### src/rtl/gemm_tile_scheduler.sv
`default_nettype none
// ============================================================================
// Module   : gemm_tile_scheduler
// Purpose  : Tile-level sequencer for a RowPar x ColPar output-stationary MAC
//            array. Walks output tiles (m outer, n inner, k innermost), issues
//            one A/B SRAM word address pair per cycle, and drives the MAC
//            valid/init/clear controls plus the C write address, enable and
//            edge masks for partial tiles.
// Ports    : clk_i, rst_i (sync, active-high), start_i, M/K/N_size_i
//            sram_a_addr_o, sram_b_addr_o      read addresses (issue cycle)
//            mac_valid_o, acc_init_o           issue + 1
//            sram_c_we_o, sram_c_addr_o,
//            row_valid_o, col_valid_o          issue of last k + 2
//            acc_clr_o, busy_o, done_o         status / control
//            perf_cycles_o, perf_tiles_o       counters (GEMM_SCHED_PERF_EN)
// Config   : GEMM_SCHED_PERF_EN enables the busy-cycle and tile counters;
//            without it both perf ports are tied to 0.
// Revision : 1.0 - initial release
// ============================================================================
module gemm_tile_scheduler #(
  parameter int SizeAddrWidth = 8,
  parameter int AddrWidth     = 16,
  parameter int RowPar        = 4,
  parameter int ColPar        = 16
) (
  input  logic                     clk_i,
  input  logic                     rst_i,
  input  logic                     start_i,
  input  logic [SizeAddrWidth-1:0] M_size_i,
  input  logic [SizeAddrWidth-1:0] K_size_i,
  input  logic [SizeAddrWidth-1:0] N_size_i,
  output logic [AddrWidth-1:0]     sram_a_addr_o,
  output logic [AddrWidth-1:0]     sram_b_addr_o,
  output logic [AddrWidth-1:0]     sram_c_addr_o,
  output logic                     sram_c_we_o,
  output logic                     mac_valid_o,
  output logic                     acc_init_o,
  output logic                     acc_clr_o,
  output logic [RowPar-1:0]        row_valid_o,
  output logic [ColPar-1:0]        col_valid_o,
  output logic                     busy_o,
  output logic                     done_o,
  output logic [31:0]              perf_cycles_o,
  output logic [15:0]              perf_tiles_o
);

  // Tile counters and remaining-extent registers carry one extra bit so that
  // ceil(255/RowPar) style values and full sizes fit without wrapping.
  localparam int c_cnt_w     = SizeAddrWidth + 1;
  localparam int c_row_shift = $clog2(RowPar);
  localparam int c_col_shift = $clog2(ColPar);

  localparam logic [1:0] c_idle  = 2'd0;
  localparam logic [1:0] c_run   = 2'd1;
  localparam logic [1:0] c_drain = 2'd2;
  localparam logic [1:0] c_done  = 2'd3;

  logic [1:0]               r_state;
  logic                     r_drain_cnt;
  logic [SizeAddrWidth-1:0] r_m_size, r_k_size, r_n_size;

  logic [SizeAddrWidth-1:0] r_k;
  logic [c_cnt_w-1:0]       r_m_tile, r_n_tile;
  logic [c_cnt_w-1:0]       r_m_rem, r_n_rem;   // M - m_tile*RowPar, N - n_tile*ColPar
  logic [AddrWidth-1:0]     r_tile_idx;
  logic [AddrWidth-1:0]     r_a_base, r_b_base; // m_tile*K, n_tile*K
  logic [AddrWidth-1:0]     r_a_addr, r_b_addr;

  logic [c_cnt_w-1:0]       w_mt, w_nt;
  logic                     w_issue, w_last_k, w_last_n, w_last_m, w_zero;
  logic [AddrWidth-1:0]     w_k_ext;
  logic [RowPar-1:0]        w_row_mask;
  logic [ColPar-1:0]        w_col_mask;

  // Read-latency and MAC-register alignment pipeline.
  logic                     r_p1_valid, r_p1_init, r_p1_last;
  logic [AddrWidth-1:0]     r_p1_c_addr;
  logic [RowPar-1:0]        r_p1_row;
  logic [ColPar-1:0]        r_p1_col;
  logic                     r_c_we;
  logic [AddrWidth-1:0]     r_c_addr;
  logic [RowPar-1:0]        r_row_valid;
  logic [ColPar-1:0]        r_col_valid;

  assign w_mt = ({1'b0, r_m_size} + c_cnt_w'(RowPar - 1)) >> c_row_shift;
  assign w_nt = ({1'b0, r_n_size} + c_cnt_w'(ColPar - 1)) >> c_col_shift;

  assign w_issue  = (r_state == c_run);
  assign w_last_k = (r_k == r_k_size - SizeAddrWidth'(1));
  assign w_last_n = (r_n_tile == w_nt - c_cnt_w'(1));
  assign w_last_m = (r_m_tile == w_mt - c_cnt_w'(1));
  assign w_k_ext  = AddrWidth'(r_k_size);
  assign w_zero   = (M_size_i == '0) || (K_size_i == '0) || (N_size_i == '0);

  for (genvar i = 0; i < RowPar; i++) begin : g_row_mask
    assign w_row_mask[i] = (r_m_rem > c_cnt_w'(i));
  end

  for (genvar j = 0; j < ColPar; j++) begin : g_col_mask
    assign w_col_mask[j] = (r_n_rem > c_cnt_w'(j));
  end

  // Control FSM and loop nest. Address registers are advanced directly so the
  // next issue is ready at the edge, using base registers instead of m*K/n*K.
  always_ff @(posedge clk_i) begin
    if (rst_i) begin
      r_state     <= c_idle;
      r_drain_cnt <= 1'b0;
      r_m_size    <= '0;
      r_k_size    <= '0;
      r_n_size    <= '0;
      r_k         <= '0;
      r_m_tile    <= '0;
      r_n_tile    <= '0;
      r_m_rem     <= '0;
      r_n_rem     <= '0;
      r_tile_idx  <= '0;
      r_a_base    <= '0;
      r_b_base    <= '0;
      r_a_addr    <= '0;
      r_b_addr    <= '0;
    end else begin
      case (r_state)
        c_idle: begin
          if (start_i) begin
            r_m_size   <= M_size_i;
            r_k_size   <= K_size_i;
            r_n_size   <= N_size_i;
            r_k        <= '0;
            r_m_tile   <= '0;
            r_n_tile   <= '0;
            r_m_rem    <= {1'b0, M_size_i};
            r_n_rem    <= {1'b0, N_size_i};
            r_tile_idx <= '0;
            r_a_base   <= '0;
            r_b_base   <= '0;
            r_a_addr   <= '0;
            r_b_addr   <= '0;
            r_state    <= w_zero ? c_done : c_run;
          end
        end
        c_run: begin
          if (!w_last_k) begin
            r_k      <= r_k + SizeAddrWidth'(1);
            r_a_addr <= r_a_addr + AddrWidth'(1);
            r_b_addr <= r_b_addr + AddrWidth'(1);
          end else begin
            r_k        <= '0;
            r_tile_idx <= r_tile_idx + AddrWidth'(1);
            if (!w_last_n) begin
              // Next column tile of the same row band: A restarts at the band base.
              r_n_tile <= r_n_tile + c_cnt_w'(1);
              r_n_rem  <= r_n_rem - c_cnt_w'(ColPar);
              r_b_base <= r_b_base + w_k_ext;
              r_b_addr <= r_b_base + w_k_ext;
              r_a_addr <= r_a_base;
            end else begin
              r_n_tile <= '0;
              r_n_rem  <= {1'b0, r_n_size};
              r_b_base <= '0;
              r_b_addr <= '0;
              if (!w_last_m) begin
                r_m_tile <= r_m_tile + c_cnt_w'(1);
                r_m_rem  <= r_m_rem - c_cnt_w'(RowPar);
                r_a_base <= r_a_base + w_k_ext;
                r_a_addr <= r_a_base + w_k_ext;
              end else begin
                r_state     <= c_drain;
                r_drain_cnt <= 1'b0;
              end
            end
          end
        end
        c_drain: begin
          // Two cycles: let the final tile's data cross the read and MAC stages.
          if (r_drain_cnt) begin
            r_state <= c_done;
          end else begin
            r_drain_cnt <= 1'b1;
          end
        end
        c_done: begin
          r_state <= c_idle;
        end
        default: begin
          r_state <= c_idle;
        end
      endcase
    end
  end

  // Stage 1 aligns with SRAM read data; stage 2 aligns with the registered
  // MAC outputs, which is when the finished tile can be written to C.
  always_ff @(posedge clk_i) begin
    if (rst_i) begin
      r_p1_valid  <= 1'b0;
      r_p1_init   <= 1'b0;
      r_p1_last   <= 1'b0;
      r_p1_c_addr <= '0;
      r_p1_row    <= '0;
      r_p1_col    <= '0;
      r_c_we      <= 1'b0;
      r_c_addr    <= '0;
      r_row_valid <= '0;
      r_col_valid <= '0;
    end else begin
      r_p1_valid  <= w_issue;
      r_p1_init   <= w_issue && (r_k == '0);
      r_p1_last   <= w_issue && w_last_k;
      r_p1_c_addr <= r_tile_idx;
      r_p1_row    <= w_row_mask;
      r_p1_col    <= w_col_mask;
      r_c_we      <= r_p1_last;
      r_c_addr    <= r_p1_last ? r_p1_c_addr : '0;
      r_row_valid <= r_p1_last ? r_p1_row : '0;
      r_col_valid <= r_p1_last ? r_p1_col : '0;
    end
  end

  assign sram_a_addr_o = w_issue ? r_a_addr : '0;
  assign sram_b_addr_o = w_issue ? r_b_addr : '0;
  assign sram_c_addr_o = r_c_addr;
  assign sram_c_we_o   = r_c_we;
  assign row_valid_o   = r_row_valid;
  assign col_valid_o   = r_col_valid;
  assign mac_valid_o   = r_p1_valid;
  assign acc_init_o    = r_p1_init;
  assign acc_clr_o     = (r_state == c_idle) || (r_state == c_done);
  assign busy_o        = (r_state == c_run) || (r_state == c_drain);
  assign done_o        = (r_state == c_done);

`ifdef GEMM_SCHED_PERF_EN
  logic [31:0] r_perf_cycles;
  logic [15:0] r_perf_tiles;

  // Cleared by an accepted start, then held after completion for readout.
  always_ff @(posedge clk_i) begin
    if (rst_i) begin
      r_perf_cycles <= '0;
      r_perf_tiles  <= '0;
    end else if ((r_state == c_idle) && start_i) begin
      r_perf_cycles <= '0;
      r_perf_tiles  <= '0;
    end else begin
      if (busy_o) begin
        r_perf_cycles <= r_perf_cycles + 32'd1;
      end
      if (r_c_we) begin
        r_perf_tiles <= r_perf_tiles + 16'd1;
      end
    end
  end

  assign perf_cycles_o = r_perf_cycles;
  assign perf_tiles_o  = r_perf_tiles;
`else
  assign perf_cycles_o = '0;
  assign perf_tiles_o  = '0;
`endif

endmodule
`default_nettype wire

### config.mk
export PLATFORM = sky130hd
export DESIGN_NAME = gemm_tile_scheduler
export DESIGN_NICKNAME = d
export VERILOG_FILES = /design/src/rtl/gemm_tile_scheduler.sv
export SDC_FILE = /design/constraint.sdc
export NUM_CORES = 1
export LEC_CHECK = 0
export BUFFER_PORTS_ARGS = -buffer_cell sky130_fd_sc_hd__buf_2
export CELL_PAD_IN_SITES_DETAIL_PLACEMENT = 0
export CELL_PAD_IN_SITES_GLOBAL_PLACEMENT = 2
export CORE_MARGIN = 2
export CORE_UTILIZATION = 37
export DETAILED_ROUTE_END_ITERATION = 6
export MAX_ROUTING_LAYER = met4
export PLACE_DENSITY_LB_ADDON = 0.1
export SLEW_MARGIN = 25
export SYNTH_ARGS = -nofsm -noshare
export SYNTH_HDL_FRONTEND = slang
export SYNTH_SLANG_ARGS = --single-unit
export TNS_END_PERCENT = 5
### constraint.sdc
create_clock -name clk_i -period 11.75 [get_ports clk_i]
set_clock_uncertainty 0.2 [all_clocks]
set_input_delay 3.525 -clock clk_i [delete_from_list [all_inputs] [get_ports clk_i]]
set_output_delay 3.525 -clock clk_i [all_outputs]
set_load 0.05 [all_outputs]
==> flow_metrics.tcl <==
set metrics [dict create \
    cts_hold_buffers 0 \
    clk-insertion-delay-late_ns 0.55 \
    path_cells "buf_2 > nand2_1 > buf_4 > o21a_1 > nor2_1 > nand2_1 > nor2_1 > o21ai_0 > a311oi_1" \
    yosysSeqAreaShare_pct 38.9 \
    drv_slew 0 \
    maxSlewHeadroom_pct 36.2 \
    core_area_sq_um 31300 \
    drt-total-wl_um 32700 \
    numCtsBuffers 27 \
    antenna_cells 0 \
    post-dp-hpwl_um 22800 \
    fin_crit_sh_pct 50.9 \
    final.setup.tns_ns 0 \
    r2r_slack_ns 6.72 \
    ios 149 \
    status "finished clean" \
    grt_use_total_pct 20.1 \
    critPathSlowestCell "nor2_1" \
    rsz0062_at_grt "no" \
    ant_nets 0 \
    vias_per_cell 5.28 \
    port-buffer-count 100 \
    crit_end "r_n_tile[7]" \
    rr_endpoint "r_m_tile[0]" \
    antenna_found_initial 0 \
    gr-total-overflow 0 \
    syn_avg_cell_area_sq_um 8.23 \
    ys_types 76 \
    worst_setup_path_start_kind "primary input" \
    drtIter0Drc 629 \
    ctsRootBufferMaster "clkbuf_16" \
    grt_pass1_wl_um 52200 \
    nets 1551 \
    clk_pin_slew_ns 0.06 \
    cts.sinks 227 \
    worstPathMaxFanout 28 \
    dpl_worst_slack_ns 5.28 \
    area_growth_pct 13.2 \
    reg2reg_from "r_n_size[3]" \
    grt_start_max_net_pins 73 \
    cts_setup_buffers 0 \
    p_leak_nw 5.31 \
    final.min_clock_period_ns 5.98 \
    gp_congestion 0.810 \
    hold_depth 1 \
    max_cap_violations 0 \
    synth_edf_count 0 \
    vias 10100 \
    die_w_um 182 \
    routedWlPerCell_um 17.2 \
    cts_max_level 1 \
    end_kind "flop" \
    yosys_warnings 0 \
    dominantRegCellSynth "dfxtp_1" \
    first_pass_iters 5 \
    postSynthCellCount 1418 \
    reg2reg_depth 13 \
    ir_drop_mv 0.118 \
    required_ns 12.00 \
    clockBufferDepth 3 \
    post_cts_resized 0 \
    async_flop_share_pct 0 \
    fp.dieArea_sq_um 33000 \
    worstMarginPinSlew_ns 0.952 \
    start_util_pct 37.3 \
    critPathArrivalTime_ns 6.23 \
    finalSetupViolCount 0 \
    drc 0 \
    synth_seq_cells 227 \
    worstSetupPathType "in2reg" \
    critPathLaunch "start_i" \
    layout_setup_ws_ns 5.77 \
    hold_viol_final 0 \
    first_global_vias 9485 \
    powerDensity_nw_per_um2 194 \
    die_h_um 182 \
    drive_above_1_share_pct 12.5 \
    critical_path.max_stage_delay_ns 0.77 \
    syn_area_sq_um 11700 \
    timing.fmax_ghz 0.167 \
    hold_path_class "reg2reg" \
    cts_tree "built" \
    rows 65 \
]
per-layer routing:
metal / part of all wire [%] / GRT usage, %
met1: 48 / 26.7
met2: 46 / 33.2
met3: 3.6 / 2.21
met4: 1.8 / 4.20
met5: 0 / -
critical path, delay by kind of cell:
| kind | cells | cell delay, ns |
|---|---|---|
| simple gates | 4 | 1.47 |
| compound gates | 3 | 0.85 |
| buf+inv | 2 | 0.35 |
per-stage QoR:
stage / util [%] / instances / instance area (sq um) / power [mW] / hold WS [ns]
6_report: 42.2 / 1905 / 13200 / 2.56 / 0.224
5_1_grt: 42.2 / 1905 / 13200 / 2.73 / 0.236
4_1_cts: 42.1 / 1905 / 13200 / 2.60 / 0.225
3_5_place_dp: 39.4 / 1860 / 12300 / 1.77 / 0.210
3_3_place_gp: 39.4 / 1860 / 12300 / 1.76 / 0.208
2_1_floorplan: - / 1465 / 11800 / 1.54 / 0.206
report_power, final:
| part | switching [mW] | internal [mW] |
|---|---|---|
| registers | 0.0763 | 0.846 |
| logic | 0.567 | 0.253 |
| clock network | 0.332 | 0.485 |
final cells by class:
type	instances	area [sq um]
Fill cell	3247	18100
Multi-Input combinational cell	1078	6550
Sequential cell	227	4540
Clock buffer	36	739
Timing Repair Buffer	115	616
Tap cell	402	503
Inverter	38	143
Clock inverter	9	118
sequential cells by signal (all words and copies together), names as in the netlist, 9 cells and up:
register       cells
r_n_tile           9
r_tile_idx        16
col_valid_o       16
r_a_base          16
r_n_rem            9
r_b_base          16
r_a_addr          16
sram_c_addr_o     16
r_p1_c_addr       16
r_m_rem            9
r_p1_col          16
r_b_addr          16
r_m_tile           9
synth_stat cells, drive strengths merged, types with 10 or more instances:
cell type | count | share of area, %
dfxtp | 227 | 39
nand2 | 159 | 5.1
nor2 | 119 | 3.8
a21oi | 108 | 4.6
and2 | 68 | 3.6
buf | 62 | 3.7
clkbuf | 60 | 1.9
o21ai | 54 | 2.3
xnor2 | 50 | 3.8
nand3 | 45 | 1.9
nor3 | 44 | 1.9
inv | 37 | 1.2
ha | 35 | 3.8
xor2 | 33 | 2.5
and3 | 27 | 1.4
nor2b | 20 | 1.1
nor4 | 18 | 0.96
nand4 | 17 | 0.91
or3 | 16 | 0.86
a22oi | 14 | 0.90
a22o | 13 | 0.98
o22ai | 12 | 0.64
a211oi | 11 | 0.71
a31oi | 10 | 0.54
nand3b | 10 | 0.64
worst min-delay path by stage:
stage / start / endpoint / slack, ns
global route: r_p1_col[9] / col_valid_o[9] / 0.24
floorplan: r_p1_col[0] / col_valid_o[0] / 0.21
finish: r_p1_col[6] / col_valid_o[6] / 0.22
CTS: r_p1_c_addr[4] / sram_c_addr_o[4] / 0.23
global placement: r_p1_row[2] / row_valid_o[2] / 0.21
detailed placement: r_p1_col[3] / col_valid_o[3] / 0.21
layout by cell type, fill, tap and decap left out, types with 9 or more instances in the layout:
cell and n:
dfxtp_1 227, nand2_1 159, nor2_1 119, a21oi_1 106, buf_2 99, and2_1 67, o21ai_0 50, xnor2_1 50
conb_1 48, nand3_1 45, nor3_1 41, inv_1 37, ha_1 34, xor2_1 33, and3_1 27, clkbuf_16 27
nor2b_1 19, nor4_1 18, nand4_1 17, or3_1 16, buf_4 16, a22oi_1 14, a22o_1 13, o22ai_1 12
a211oi_1 11, nand3b_1 10, a31oi_1 10, nor3b_1 9, a311oi_1 9
kinds of logic (layout without fill, tap and decap cells):
family                   count (synthesis)  count (layout)  synth area share [%]
AND/OR/NAND/NOR                        584             584                  25.0
AO/OA/AOI/OAI                          315             315                  17.8
flip-flops                             227             227                  38.9
buffers and inverters                  160             198                  6.87
XOR/XNOR                                83              83                  6.23
adder cells (fa/ha/maj)                 37              37                  4.10
multiplexers                            11              11                 0.997
other                                    1              48                0.0321
Note: power is estimated with default switching activity, not from simulation.
